[src/rtl/axis_tx_pkg.sv]
// Shared types and constants for the AXI-Stream frame transmitter.
package axis_tx_pkg;

  typedef enum logic {IDLE, SEND} state_t;

  localparam int DEF_LEN_WIDTH = 16;

  // PRBS31 = x^31 + x^28 + 1, taps given as 0-based state bit indices
  localparam int PRBS_ORDER = 31;
  localparam int PRBS_TAP_A = 30;
  localparam int PRBS_TAP_B = 27;

endpackage

[src/rtl/axis_frame_tx_if.sv]
// AXI-Stream handshake bundle between the transmitter and downstream blocks.
interface axis_frame_tx_if #(parameter int DATA_WIDTH = 32);
  logic                  valid;
  logic [DATA_WIDTH-1:0] data;
  logic                  last;
  logic                  ready;

  modport master (output valid, data, last, input ready);
  modport slave  (input valid, data, last, output ready);
endinterface

[src/rtl/axis_tx_prbs.sv]
// Combinational DATA_WIDTH-step PRBS31 advance; only built with AXIS_TX_PRBS_EN.
`ifdef AXIS_TX_PRBS_EN
module axis_tx_prbs
  import axis_tx_pkg::*;
#(
  parameter int DATA_WIDTH = 32
) (
  input  logic [PRBS_ORDER-1:0] state_in,
  output logic [PRBS_ORDER-1:0] state_out,
  output logic [DATA_WIDTH-1:0] word
);

  // first generated bit lands in the word MSB
  always_comb begin
    logic [PRBS_ORDER-1:0] s;
    logic                  nb;
    s    = state_in;
    nb   = 1'b0;
    word = '0;
    for (int i = 0; i < DATA_WIDTH; i++) begin
      nb = s[PRBS_TAP_A] ^ s[PRBS_TAP_B];
      s  = {s[PRBS_ORDER-2:0], nb};
      word[DATA_WIDTH-1-i] = nb;
    end
    state_out = s;
  end

endmodule
`endif

[src/rtl/axis_frame_tx.sv]
// AXI-Stream frame transmitter: counter (or, with AXIS_TX_PRBS_EN, PRBS31) frames on start.
module axis_frame_tx
  import axis_tx_pkg::*;
#(
  parameter int DATA_WIDTH = 32,
  parameter int LEN_WIDTH  = DEF_LEN_WIDTH
) (
  input  logic                  axi_clk,
  input  logic                  axi_reset,
  input  logic                  start,
  input  logic                  stop,
  input  logic [LEN_WIDTH-1:0]  frame_len,
  input  logic [7:0]            frames,
  input  logic [DATA_WIDTH-1:0] seed,
`ifdef AXIS_TX_PRBS_EN
  input  logic                  pattern_sel,
`endif
  output logic                  busy,
  output logic                  done,
  axis_frame_tx_if.master       m_axis
);

  localparam logic [DATA_WIDTH-1:0] ONE_D = 1;
  localparam logic [LEN_WIDTH-1:0]  ONE_L = 1;

  state_t                state;
  logic [LEN_WIDTH-1:0]  len_q, beat_cnt;
  logic [7:0]            frames_q, frame_cnt;
  logic                  stop_req;
  logic                  valid_q, last_q;
  logic [DATA_WIDTH-1:0] data_q, next_data, first_data;
  logic                  start_ok, accept, tx_end;

  assign m_axis.valid = valid_q;
  assign m_axis.last  = last_q;
  assign m_axis.data  = data_q;

  assign start_ok = (state == IDLE) && start && (frame_len != '0);
  assign accept   = valid_q && m_axis.ready;
  // a stop arriving on the closing beat's edge still ends the transmission
  assign tx_end   = accept && last_q &&
                    (((frames_q != 8'd0) && (frame_cnt == frames_q - 8'd1)) || stop_req || stop);

`ifdef AXIS_TX_PRBS_EN
  logic                  pat_q;
  logic [PRBS_ORDER-1:0] lfsr_q, prbs_in, prbs_state;
  logic [DATA_WIDTH-1:0] prbs_word;

  // in IDLE the generator runs from the seed so the first word is ready at start
  assign prbs_in = (state == IDLE) ?
                   ((seed[PRBS_ORDER-1:0] == '0) ? {{(PRBS_ORDER-1){1'b0}}, 1'b1} : seed[PRBS_ORDER-1:0]) :
                   lfsr_q;

  axis_tx_prbs #(.DATA_WIDTH(DATA_WIDTH)) u_prbs (
    .state_in  (prbs_in),
    .state_out (prbs_state),
    .word      (prbs_word)
  );

  always_ff @(posedge axi_clk) begin
    if (axi_reset) begin
      pat_q  <= 1'b0;
      lfsr_q <= '0;
    end else if (start_ok) begin
      pat_q  <= pattern_sel;
      lfsr_q <= prbs_state;
    end else if (accept) begin
      lfsr_q <= prbs_state;
    end
  end

  assign next_data  = pat_q ? prbs_word : data_q + ONE_D;
  assign first_data = pattern_sel ? prbs_word : seed;
`else
  assign next_data  = data_q + ONE_D;
  assign first_data = seed;
`endif

  always_ff @(posedge axi_clk) begin
    if (axi_reset) begin
      state     <= IDLE;
      busy      <= 1'b0;
      done      <= 1'b0;
      valid_q   <= 1'b0;
      last_q    <= 1'b0;
      data_q    <= '0;
      len_q     <= '0;
      beat_cnt  <= '0;
      frames_q  <= '0;
      frame_cnt <= '0;
      stop_req  <= 1'b0;
    end else begin
      done <= 1'b0;
      case (state)
        IDLE: begin
          if (start_ok) begin
            state     <= SEND;
            busy      <= 1'b1;
            valid_q   <= 1'b1;
            last_q    <= (frame_len == ONE_L);
            data_q    <= first_data;
            len_q     <= frame_len;
            frames_q  <= frames;
            beat_cnt  <= '0;
            frame_cnt <= '0;
            stop_req  <= 1'b0;
          end
        end
        SEND: begin
          if (stop) stop_req <= 1'b1;
          if (accept) begin
            data_q <= next_data;
            if (last_q) begin
              beat_cnt  <= '0;
              frame_cnt <= frame_cnt + 8'd1;
              last_q    <= (len_q == ONE_L);
              if (tx_end) begin
                state    <= IDLE;
                busy     <= 1'b0;
                valid_q  <= 1'b0;
                last_q   <= 1'b0;
                done     <= 1'b1;
                stop_req <= 1'b0;
              end
            end else begin
              beat_cnt <= beat_cnt + ONE_L;
              last_q   <= ((beat_cnt + ONE_L) == (len_q - ONE_L));
            end
          end
        end
        default: state <= IDLE;
      endcase
    end
  end

endmodule

[src/flat_wrapper.sv]
// flat-port wrapper written by rule: the top's interface ports become plain ports
module axis_frame_tx_flat import axis_tx_pkg::*;
#(
  parameter int DATA_WIDTH = 32,
  parameter int LEN_WIDTH  = DEF_LEN_WIDTH
)
  (axi_clk, axi_reset, start, stop, frame_len, frames, seed, busy, done, m_axis_valid, m_axis_data, m_axis_last, m_axis_ready);
  axis_frame_tx_if #(.DATA_WIDTH(DATA_WIDTH)) m_axis_i ();
  input  logic axi_clk;
  input  logic axi_reset;
  input  logic start;
  input  logic stop;
  input  logic [LEN_WIDTH-1:0] frame_len;
  input  logic [7:0] frames;
  input  logic [DATA_WIDTH-1:0] seed;
  output logic busy;
  output logic done;
  output wire logic [$bits(m_axis_i.valid)-1:0] m_axis_valid;
  output wire logic [$bits(m_axis_i.data)-1:0] m_axis_data;
  output wire logic [$bits(m_axis_i.last)-1:0] m_axis_last;
  input wire logic [$bits(m_axis_i.ready)-1:0] m_axis_ready;
  assign m_axis_valid = m_axis_i.valid;
  assign m_axis_data = m_axis_i.data;
  assign m_axis_last = m_axis_i.last;
  assign m_axis_i.ready = m_axis_ready;
  axis_frame_tx #(.DATA_WIDTH(DATA_WIDTH), .LEN_WIDTH(LEN_WIDTH)) u_core (.axi_clk(axi_clk), .axi_reset(axi_reset), .start(start), .stop(stop), .frame_len(frame_len), .frames(frames), .seed(seed), .busy(busy), .done(done), .m_axis(m_axis_i));
endmodule
[config.mk]
export PLATFORM = sky130hd
export DESIGN_NAME = axis_frame_tx_flat
export DESIGN_NICKNAME = d
export VERILOG_FILES = /design/src/rtl/axis_tx_pkg.sv /design/src/rtl/axis_frame_tx_if.sv /design/src/rtl/axis_tx_prbs.sv /design/src/rtl/axis_frame_tx.sv /design/src/flat_wrapper.sv
export SDC_FILE = /design/constraint.sdc
export NUM_CORES = 1
export LEC_CHECK = 0
export ABC_AREA = 1
export CAP_MARGIN = 20
export CORE_MARGIN = 8
export CORE_UTILIZATION = 35
export DETAILED_ROUTE_END_ITERATION = 7
export GPL_TIMING_DRIVEN = 0
export HOLD_SLACK_MARGIN = 0.05
export SLEW_MARGIN = 0
export SYNTH_ARGS = -nofsm -noshare
export SYNTH_HDL_FRONTEND = slang
export SYNTH_SLANG_ARGS = --single-unit
[constraint.sdc]
create_clock -name axi_clk -period 4 [get_ports axi_clk]
set_input_delay 0.8 -clock axi_clk [delete_from_list [all_inputs] [get_ports axi_clk]]
set_output_delay 0.8 -clock axi_clk [all_outputs]
set_load 0.02 [all_outputs]
==> flow_summary.ini <==
[die]
design.die.area_um2 = 20700
start_util_pct = 35.9
die_h_um = 144
die_w_um = 144
floorplan.io_pins = 97
design.core.area_um2 = 15900
row_count = 46

[clock_network]
clk_latency_ps = 350
cts_num_sinks = 85
tritoncts = yes
clk_pin_slew_ps = 70
post-cts-setup-buffers = 0
htreeDepth = 3
ctsHoldBuffers = 0
numCtsBuffers = 9
cts_resized = 0
cts_buffer_depth = 2
cts-root-buf = clkbuf_16

[timing]
worstMarginPinSlew_ps = 786
hold_violations = 0
finalSetupViolations = 0
min_period_over_period_pct = 66.8
fin_tns_setup_ps = 0
max_clock_freq_mhz = 374
maxSlewViolCount = 0
period_minus_slack_ps = 2670
fin_skew_ps = 7.86
slew_headroom_pct = 47.6
rsz0062_at_grt = false

[yosys]
synth-warning-count = 0
synth_commonest_cells = nand2_1 (254), nor2_1 (95), inv_1 (86)
dominantRegCellSynth = dfxtp_1
synth_top_area_share_pct = 29.7
synth_seq_cells = 85
synth_area_leaders = dfxtp_1 (30%), nand2_1 (17%), a21oi_1 (7.1%)
seq_area_frac_synth_pct = 29.7
synth_area_per_cell_um2 = 6.27
synth.most_common_cell = nand2_1
synthCells = 913
syn-num-nets = 980
synth-async-reset-ratio_pct = 0
synthDistinctLibCells = 47
synth_top_area_cell = dfxtp_1
synth_edf_count = 0
synth_area_um2 = 5730

[detailed_routing]
first_pass_iters = 5
drt_first_iter_violations = 433
via_per_inst = 5.02
drt-total-wl_um = 18800
drc = 0
antenna_left = 0
post_drt_wl_per_cell_um = 15.1
vias = 6227

[setup_path]
crit_path_start_kind = input pin
critPathMaxFanout = 10
crit_required_ps = 4230
cp-end-kind = flop
cp.arrival_ps = 2900
worstSetupPathType = input pin to flop

[place]
dp_hpwl_um = 14500
place_inst = 1224
io_buffers = 95
gp_congestion = 0.910

[global_route]
gr-total-overflow = 0
track_usage_pct = 18.8
antenna_found_initial = 0
grt_max_degree = 14
grt_pass1_vias = 5956
grt_pass1_wl_um = 30400

[flow_run]
cap_violations = 0

[pwr]
seqPwrFrac_pct = 41.2
p_leak_nw = 2.82
netSwitchingFraction_pct = 34.0
clkPwrFrac_pct = 32.8
pwr_density_cell_nw_per_um2 = 331
intPower_w = 0.00158
vdd_drop_max_mv = 0.199
p_sw_w = 0.000811
pwr-share-comb_pct = 26.1

[min_path]
hold_class = flop to flop

[layout]
layout.nets = 1086
diodes = 0
drive_gt1_share_pct = 8.01
area_delta_synth_final_pct = 25.9
stdcell_count = 1240

[status]
status = finished, final reports clean
[power groups by stage]
stage / Combinational, W / Sequential, W / Clock [W]
2_1_floorplan: 0.000355 / 0.00102 / 0
3_5_place_dp: 0.000622 / 0.00100 / 0
3_3_place_gp: 0.000619 / 0.00100 / 0
4_1_cts: 0.000625 / 0.000982 / 0.000793
5_1_grt: 0.000701 / 0.000992 / 0.000831
6_report: 0.000623 / 0.000983 / 0.000783
[state kept, by name, summed over array words and instances, names as in the netlist]
| register | flops |
|---|---|
| u_core.done | 1 |
| u_core.stop_req | 1 |
| u_core.m_axis.data | 32 |
| u_core.frame_cnt | 8 |
| u_core.m_axis.last | 1 |
| u_core.state | 1 |
| u_core.frames_q | 8 |
| u_core.beat_cnt | 16 |
| u_core.busy | 1 |
| u_core.len_q | 16 |
[layer usage]
metal	share of wire [%]	wire, um	GRT usage, %
met1	46	8710	24.2
met3	6.5	1230	4.81
met4	2.0	380	5.98
met5	0	0	0
met2	45	8460	29.8
[through the flow]
| stage | power [W] | instance area (um2) | hold slack (ps) | setup slack (ps) | utilization (%) |
|---|---|---|---|---|---|
| floorplan | 0.00137 | 5730 | 451 | 1910 | - |
| global placement | 0.00162 | 6950 | 461 | 1010 | 43.6 |
| detailed placement | 0.00162 | 6950 | 469 | 982 | 43.6 |
| CTS | 0.00240 | 7210 | 479 | 1350 | 45.2 |
| global route | 0.00252 | 7210 | 517 | 1190 | 45.2 |
| finish | 0.00239 | 7210 | 475 | 1330 | 45.2 |
[final timing paths]
| path | from | end | slack (ps) | depth (start not counted) |
|---|---|---|---|---|
| hold / removal | u_core.beat_cnt[15] | u_core.beat_cnt[15] | 480 | 2 |
| setup / recovery | frame_len[12] | u_core.m_axis.data[0] | 1330 | 9 |
| setup reg to reg | u_core.beat_cnt[0] | u_core.m_axis.last | 1790 | 15 |
| hold reg to reg | u_core.beat_cnt[15] | u_core.beat_cnt[15] | 480 | 2 |
[cells by family (layout without fill, tap and decap cells)]
kind of cell | count (synthesis) | count (layout) | synth area share [%]
xor+xnor | 26 | 26 | 3.98
fa+ha+maj | 6 | 6 | 1.31
flops | 85 | 85 | 29.7
simple gates | 490 | 490 | 38.1
buf+inv | 122 | 233 | 8.91
compound gates | 184 | 184 | 18.0
[final cells by class]
cell class	instances	area, um2
buffer	31	166
clock buffer	11	233
clock inverter	5	27.5
fill	1715	8730
inverter	91	344
multi-input combinational	706	3520
sequential	85	1700
tap	216	270
timing repair buffer	95	951
[placed cells by master (no fill, tap or decap), types with 6 or more instances in the layout]
| cell type | count |
|---|---|
| nand2_1 | 254 |
| nor2_1 | 95 |
| clkdlybuf4s50_1 | 95 |
| inv_1 | 86 |
| dfxtp_1 | 85 |
| a21oi_1 | 81 |
| nand3_1 | 69 |
| o21ai_0 | 66 |
| clkbuf_1 | 17 |
| xor2_1 | 16 |
| nor3_1 | 12 |
| nand4_1 | 11 |
| xnor2_1 | 10 |
| nor2_2 | 10 |
| clkbuf_16 | 9 |
| nand2_2 | 8 |
| buf_2 | 7 |
| or2_2 | 7 |
| a31oi_1 | 7 |
| nor2_4 | 7 |
| o211ai_1 | 6 |
| ha_1 | 6 |
[critical path, cell delays in order]
cell and delay (ps):
clkdlybuf4s50_1 410, or2_1 250, nor4_2 330, nand2_1 110, nand2_2 170, nand2_4 130, clkbuf_1 350, o21ai_0 280
a31oi_1 60
Note: power is estimated with default switching activity, not from simulation.
